<file path="config.mk">
export PLATFORM = sky130hd
export DESIGN_NAME = sm_dmem_responder
export DESIGN_NICKNAME = d
export VERILOG_FILES = /design/src/rtl/sm_dmem_responder.sv
export SDC_FILE = /design/constraint.sdc
export NUM_CORES = 2
export LEC_CHECK = 0
export CORE_ASPECT_RATIO = 1.25
export CORE_UTILIZATION = 50
export DETAILED_ROUTE_END_ITERATION = 8
export PLACE_DENSITY_LB_ADDON = 0.3
export SLEW_MARGIN = 20
export SYNTH_ARGS = -nofsm -noshare
export SYNTH_HDL_FRONTEND = slang
export SYNTH_SLANG_ARGS = --single-unit
</file>
<file path="constraint.sdc">
create_clock -name clk -period 5 [get_ports clk]
set_input_delay 1.5 -clock clk [delete_from_list [all_inputs] [get_ports clk]]
set_output_delay 1.5 -clock clk [all_outputs]
set_load 0.01 [all_outputs]
</file>
<file path="src/rtl/sm_dmem_responder.sv">
// sm_dmem_responder: data-memory responder for the single-cycle core.
// It serves a word RAM plus a 256-byte I/O page.
// The I/O page holds a GPIO register, a free-running cycle counter and a byte
// transmit FIFO that drains through a valid/ready port.
// Reads are combinational. All state changes on the rising clock edge.
module sm_dmem_responder #(
  parameter int          DEPTH_WORDS = 64,
  parameter int          FIFO_DEPTH  = 8,
  parameter logic [31:0] IO_BASE     = 32'hFFFF_0000
) (
  input  logic        clk,
  input  logic        rst_p,
  input  logic [31:0] dataMemory_address,
  input  logic        dataMemory_writeEnable,
  input  logic [31:0] dataMemory_writeData,
  output logic [31:0] dataMemory_readData,
  output logic [31:0] gpio_out,
  output logic [7:0]  tx_data,
  output logic        tx_valid,
  input  logic        tx_ready
);

  localparam int AW = $clog2(DEPTH_WORDS);
  localparam int PW = $clog2(FIFO_DEPTH);
  localparam int CW = PW + 1;

  localparam logic [5:0] OFF_GPIO   = 6'h00;
  localparam logic [5:0] OFF_CYCLE  = 6'h01;
  localparam logic [5:0] OFF_TXDATA = 6'h02;
  localparam logic [5:0] OFF_STATUS = 6'h03;

  // Storage: RAM and FIFO payload are deliberately left out of reset
  logic [31:0]   ramMem_r [DEPTH_WORDS];
  logic [7:0]    fifoMem_r [FIFO_DEPTH];
  logic [31:0]   gpio_r;
  logic [31:0]   cycle_r;
  logic [PW-1:0] rdPtr_r;
  logic [PW-1:0] wrPtr_r;
  logic [CW-1:0] count_r;
  logic          overflow_r;

  // Decode and handshake terms
  logic          ramSel_s;
  logic [AW-1:0] ramIdx_s;
  logic          ioSel_s;
  logic [5:0]    ioOff_s;
  logic          ioWr_s;
  logic          empty_s;
  logic          full_s;
  logic          pop_s;
  logic          pushReq_s;
  logic          pushOk_s;
  logic          ovfSet_s;
  logic          ovfClr_s;
  logic [31:0]   status_s;
  logic [31:0]   readData_s;

  assign ramSel_s  = (dataMemory_address < 32'(DEPTH_WORDS * 4));
  assign ramIdx_s  = dataMemory_address[AW+1:2];
  assign ioSel_s   = (dataMemory_address[31:8] == IO_BASE[31:8]);
  assign ioOff_s   = dataMemory_address[7:2];
  assign ioWr_s    = dataMemory_writeEnable && ioSel_s;

  assign empty_s   = (count_r == {CW{1'b0}});
  assign full_s    = (count_r == CW'(FIFO_DEPTH));
  assign pop_s     = !empty_s && tx_ready;
  assign pushReq_s = ioWr_s && (ioOff_s == OFF_TXDATA);
  // A full FIFO still accepts a byte when the head leaves in the same cycle
  assign pushOk_s  = pushReq_s && (!full_s || pop_s);
  assign ovfSet_s  = pushReq_s && full_s && !pop_s;
  assign ovfClr_s  = ioWr_s && (ioOff_s == OFF_STATUS) && dataMemory_writeData[2];

  assign status_s  = {20'h0_0000, 4'(count_r), 5'b0_0000, overflow_r, full_s, empty_s};

  assign dataMemory_readData = readData_s;
  assign gpio_out            = gpio_r;
  assign tx_valid            = !empty_s;
  assign tx_data             = fifoMem_r[rdPtr_r];

  // Combinational read mux over RAM, I/O registers and unmapped space
  always_comb begin
    readData_s = 32'h0000_0000;
    if (ramSel_s) begin
      readData_s = ramMem_r[ramIdx_s];
    end else if (ioSel_s) begin
      case (ioOff_s)
        OFF_GPIO:   readData_s = gpio_r;
        OFF_CYCLE:  readData_s = cycle_r;
        OFF_STATUS: readData_s = status_s;
        default:    readData_s = 32'h0000_0000;
      endcase
    end else begin
      readData_s = 32'h0000_0000;
    end
  end

  // RAM write port
  always_ff @(posedge clk) begin
    if (dataMemory_writeEnable && ramSel_s) begin
      ramMem_r[ramIdx_s] <= dataMemory_writeData;
    end
  end

  // FIFO payload write at the write pointer
  always_ff @(posedge clk) begin
    if (pushOk_s) begin
      fifoMem_r[wrPtr_r] <= dataMemory_writeData[7:0];
    end
  end

  // GPIO register and cycle counter; a CYCLE write overrides the increment
  always_ff @(posedge clk or posedge rst_p) begin
    if (rst_p) begin
      gpio_r  <= 32'h0000_0000;
      cycle_r <= 32'h0000_0000;
    end else begin
      if (ioWr_s && (ioOff_s == OFF_GPIO)) begin
        gpio_r <= dataMemory_writeData;
      end
      if (ioWr_s && (ioOff_s == OFF_CYCLE)) begin
        cycle_r <= dataMemory_writeData;
      end else begin
        cycle_r <= cycle_r + 32'd1;
      end
    end
  end

  // FIFO pointers, occupancy and sticky overflow; a set beats a clear
  always_ff @(posedge clk or posedge rst_p) begin
    if (rst_p) begin
      rdPtr_r    <= {PW{1'b0}};
      wrPtr_r    <= {PW{1'b0}};
      count_r    <= {CW{1'b0}};
      overflow_r <= 1'b0;
    end else begin
      if (pop_s) begin
        rdPtr_r <= rdPtr_r + PW'(1);
      end
      if (pushOk_s) begin
        wrPtr_r <= wrPtr_r + PW'(1);
      end
      case ({pushOk_s, pop_s})
        2'b10:   count_r <= count_r + CW'(1);
        2'b01:   count_r <= count_r - CW'(1);
        default: count_r <= count_r;
      endcase
      if (ovfSet_s) begin
        overflow_r <= 1'b1;
      end else if (ovfClr_s) begin
        overflow_r <= 1'b0;
      end
    end
  end

endmodule

</file>
# After elaboration in Yosys (flattened, before gate mapping)
# Memory sizes are Yosys's and may differ from the RTL's.
# Index checks and enable logic that the tools add are counted.
[classes]
magnitude_cmp = 1
n_reduce_logical = 19
n_eq_ne = 7
addsub = 5
mux = 11
[ops]
columns = ["op", "count"]
rows = [
  ["$mux W32", 3],
  ["$pmux W32 S3", 1],
  ["$add A32 B1 Y32 const B", 1],
  ["$lt A32 B9 Y1 const B", 1],
  ["$eq A24 B24 Y1 const B", 1],
  ["$eq A6 B2 Y1 const B", 2],
  ["$logic_and A1 B1 Y1", 11],
  ["$pmux W4 S2", 1],
  ["$add A3 B1 Y3 const B", 2],
  ["$eq A6 B1 Y1 const B", 1],
  ["$logic_not A6 Y1", 1],
  ["$mux W1", 6],
  ["$add A4 B1 Y4 const B", 1],
  ["$eq A4 B4 Y1 const B", 1],
  ["$logic_not A4 Y1", 1],
  ["$reduce_bool A2 Y1", 2],
  ["$sub A4 B1 Y4 const B", 1],
  ["$logic_not A1 Y1", 3],
  ["$eq A2 B1 Y1 const B", 1],
  ["$eq A2 B2 Y1 const B", 1],
  ["$logic_or A1 B1 Y1", 1],
]
[word_totals]
ramBits = 2112
memories = 2
output_inout_bits = 73
input_bits = 68
elab_cells = 51
regBits = 75
[mem_list]
columns = ["memory", "words", "width", "rd", "rd_ports_with_merged_regs", "wr", "line", "source"]
rows = [
  ["ramMem_r", 64, 32, 1, 0, 1, "33", "logic [31:0] ramMem_r [DEPTH_WORDS];"],
  ["fifoMem_r", 8, 8, 1, 0, 1, "34", "logic [7:0] fifoMem_r [FIFO_DEPTH];"],
]

# Logic depth before layout (Yosys ltp)
[logic_depth]
depth_word = 7
depth_mapped = 13
mapped_depth_nobuf = 10

# Least setup slack after synthesis
# No wires, ideal clock.
[synth_timing]
kind = "input -> output"
startpoint = "input port dataMemory_address[4]"
endpoint = "output port dataMemory_readData[19]"
required_ns = 3.500
t_arrival_ns = 3.254
n_path_buf = 5
cell_stages = 10
path_slack_ns = 0.246
cell_sequence = "buf_6 -> buf_6 -> buf_6 -> buf_6 -> buf_2 -> mux4_2 -> a22oi_1 -> o211ai_1 -> a2111oi_1 -> o22ai_1"
[synth_between]
elab_chain_len = 4
word_cells_on_any_way = 8
cone_classes = "order compare (1); eq/ne (2); mux (3); reduce/logical (1); memory (1)"
[synth_lines]
columns = ["item", "line", "source"]
rows = [
  ["from (decl)", "13", "input logic [31:0] dataMemory_address,"],
  ["parallel branches: the longest is 3 deep, another holds $lt A32 B9 Y1", "n/a", ""],
  ["$mux W32 (*)", "83", "if (ramSel_s) begin"],
  ["to (decl)", "16", "output logic [31:0] dataMemory_readData,"],
]
# Every way passes the cells marked *.

# Worst setup path in the final report
[layout_timing]
startpoint = "input port dataMemory_address[2]"
endpoint = "output port dataMemory_readData[12]"
# Same word-level chain as after synthesis.

==> impl_results.md <==
* Status: finished, violations left
* Failing checks: negative setup slack
* CTS tree: done
* Startpoint Class: input pin
* GRT Overall Usage at 34.2%
* Worst R2R Setup Slack at 2.56 ns
* Place WS at -1.62 ns
* Number of synthesized flops with an enable pin at 2112
* Share of cells above drive strength 1 at 37.5%
* # IOs at 141
* Worst-Skew Late Latency at 0.86 ns
* Die width at 372 um
* Worst path required time at 3.50 ns
* Full die area at 173000 um^2
* CP peak stage delay at 0.58 ns
* Critical path startpoint: dataMemory_address[2]
* Total Wirelength at 303 mm
* Dpl hpwl at 188 mm
* Pleak at 37.6 nW
* Clk_skew at 0.0173 ns
* First-pass GRT wire length at 408 mm
* Post-route DRC violation count at 0
* Layout fillers at 11100
* FP Rows at 169
* Number of buffers and inverters on the critical path at 8
* Initial antenna violation count at 13
* Clk slew on worst S/H paths at 0.06 ns
* Max Clk Rate at 172 MHz
* CP max-delay cell: a2111oi_4
* Period utilization at 116%
* Largest net degree at the start of global routing at 64
* Clock period minus worst slack at 5.81 ns
* H-tree levels at 4
* Syn. warnings at 0
* Mean post-synth cell area at 18.1 um^2
* Routed Antenna Nets at 0
* PD cells at 348 nW/um^2
* Sequential share of the synthesized area at 76.2%
* Initial Util at 50.4%
* Root Driver: clkbuf_16
* DRT Pass-1 Iters at 6
* Slew Viols, Final at 0
* Hold_sp: wrPtr_r[0]
* CORE AREA at 170000 um^2
* Worst path depth at 14
* Crit-path max FO at 18
* Crit-path leading delay family: compound AO/OA/AOI/OAI gates
* Final GP Congestion at 0.950
* Die height at 465 um
* Clk sink count at 2187
* RSZ-0062 raised after global routing: true
* HP Class: reg -> reg
* Gate Count Post-Synth at 4723
* Hold Buf Count CTS at 0
* Util after Layout at 64.4%
* Port Buffers at 138
* Slew @ Worst Pin at 1.25 ns
* Wire per inst at 36.6 um
* Cell chain of the critical path: buf_16 > buf_12 > buf_6 > nor2_4 > buf_4 > buf_12 > a221oi_2 > o31a_1 > nand4_1 > buf_6 > a2111oi_4 > buf_6 > o22ai_4 > buf_6
* Vias post-DR at 55600
* Worst setup slack after layout at -0.810 ns
* Asr flop ratio synth at 3.43%
* Synth cell types at 76
* Syn nets at 4795
* Most frequent cell on the critical path: buf_6
* Most frequent cells in the layout: edfxtp_1 (2112), buf_4 (746), mux2i_1 (325), clkbuf_16 (205), buf_12 (183)
* Cell count of the worst hold path at 2
* CTS max path bufs at 3
* Fin nets at 5933
* Layout area overhead at 27.9%
* Finish-stage setup viols at 32
* VDD IR-drop max at 0.360 mV
* Relative slew slack at 16.8%
* Area of the mapped netlist at 85700 um^2
* CTS Buf Count at 194
* Top_reg_cell synth: edfxtp_1
* WS Path Type: in -> out
* R2R Path Start: count_r[2]
* Via density at 6.73
* Vias in the first global route at 53400
* Max-cap violations at 0
* #FFs+latches synth at 2187
* Fin. Hold Viols at 0
* Worst reg2reg path depth at 9
* Commonest non-fill, non-tap cell in the layout: edfxtp_1
* Starting DRT DRC Count at 9271
* Total congestion overflow at 0
* Setup crit end kind: output pin
* WP data arrival at 4.31 ns
==> final timing paths <==
kind,endpoint
setup / recovery,dataMemory_readData[12]
min in group asynchronous,cycle_r[28]
hold / removal,wrPtr_r[0]
max in group asynchronous,rdPtr_r[2]
hold reg to reg,wrPtr_r[0]
setup reg to reg,count_r[2]
==> worst reg2reg max path, cell delays in order (launching register included) <==
cell	delay [ns]
dfrtp_1	0.48
nor3_1	0.40
nand2b_1	0.24
nand2_1	0.25
nor2_1	0.11
xor2_1	0.16
ha_1	0.20
nor4_1	0.26
a31oi_1	0.08
xnor2_1	0.14
==> synth_stat cells (all sizes together), types with 5 or more instances <==
cell type / number / area (um^2)
a2111oi: 12 / 151
nor4: 18 / 113
a221oi: 182 / 1670
mux4: 139 / 3130
o22ai: 129 / 807
or3: 6 / 37.5
nor2b: 10 / 62.6
nand2: 122 / 463
nand4: 19 / 119
mux2i: 347 / 3470
nand2b: 11 / 68.8
inv: 6 / 22.5
a222oi: 16 / 160
a22o: 44 / 385
clkbuf: 98 / 368
xnor2: 16 / 140
xor2: 20 / 175
buf: 220 / 1580
a311oi: 6 / 52.6
nor3: 24 / 130
o211ai: 9 / 67.6
and2: 5 / 31.3
o221ai: 19 / 166
nor2: 226 / 858
o21ai: 132 / 661
edfxtp: 2112 / 63400
a221o: 15 / 150
a22oi: 192 / 1440
a21oi: 174 / 871
dfrtp: 75 / 1880
and3: 12 / 75.1
a31oi: 16 / 100
o2bb2ai: 10 / 87.6
nand3: 56 / 280
mux2: 156 / 1880
a211oi: 17 / 128
==> cell type report <==
cell class / instances / area (um^2) / share of cell area, %
tap: 2223 / 2780 / 2.54
multi-input combinational: 2212 / 21700 / 19.8
inverter: 6 / 43.8 / 0.0400
sequential: 2187 / 65300 / 59.6
clock inverter: 141 / 1100 / 1.00
clock buffer: 227 / 5060 / 4.62
antenna: 7 / 17.5 / 0.0160
timing repair buffer: 1260 / 13500 / 12.3
==> metal layers <==
layer	track usage (%)	share of wire (%)
met2	52.5	46
met1	42.5	33
met3	9.47	14
met4	22.2	7.7
met5	0	0.028
==> cells by family (layout without fill, tap and decap cells) <==
group	after synthesis	count (layout)	share of synthesized area, %
AND/OR/NAND/NOR	533	533	2.84
AO/OA/AOI/OAI	997	997	8.30
multiplexers	642	642	9.91
buffers and inverters	324	1634	2.30
XOR/XNOR	36	36	0.368
flip-flops	2187	2187	76.2
adder cells (fa/ha/maj)	4	4	0.0584
other	0	7	0
==> power by group <==
group	total, mW	internal, mW	leakage, nW	switching (mW)
clock network	14.7	7.95	3.02	6.78
logic	3.36	1.38	14.6	1.98
registers	20.1	20.1	20.0	0.0000277
==> state kept, by name (all words and copies together), names as in the netlist <==
signal	count
cycle_r	32
rdPtr_r	3
fifoMem_r	64
wrPtr_r	3
overflow_r	1
ramMem_r	2048
count_r	4
gpio_out	32
==> what timing repair did <==
action                                  in CTS  in global routing
pin swaps                                  157                170
gates cloned                                27                  7
endpoints found under the setup margin      32                 32
setup buffers                              151                120
gates resized for setup                    716                274
==> stage by stage <==
stage          total power [mW]  hold WS (ns)  setup TNS [ns]  area (um^2)  std cells
4_1_cts                    37.8         0.524          -12.66       107000       8152
2_1_floorplan              21.4         0.468               0        85700       4723
3_3_place_gp               23.0         0.502          -35.43        96600       7622
5_1_grt                    38.8         0.550          -15.87       110000       8257
6_report                   38.2         0.538          -14.92       110000       8263
3_5_place_dp               23.0         0.513          -35.87        96600       7622
Power figures use the tool's default switching activity.
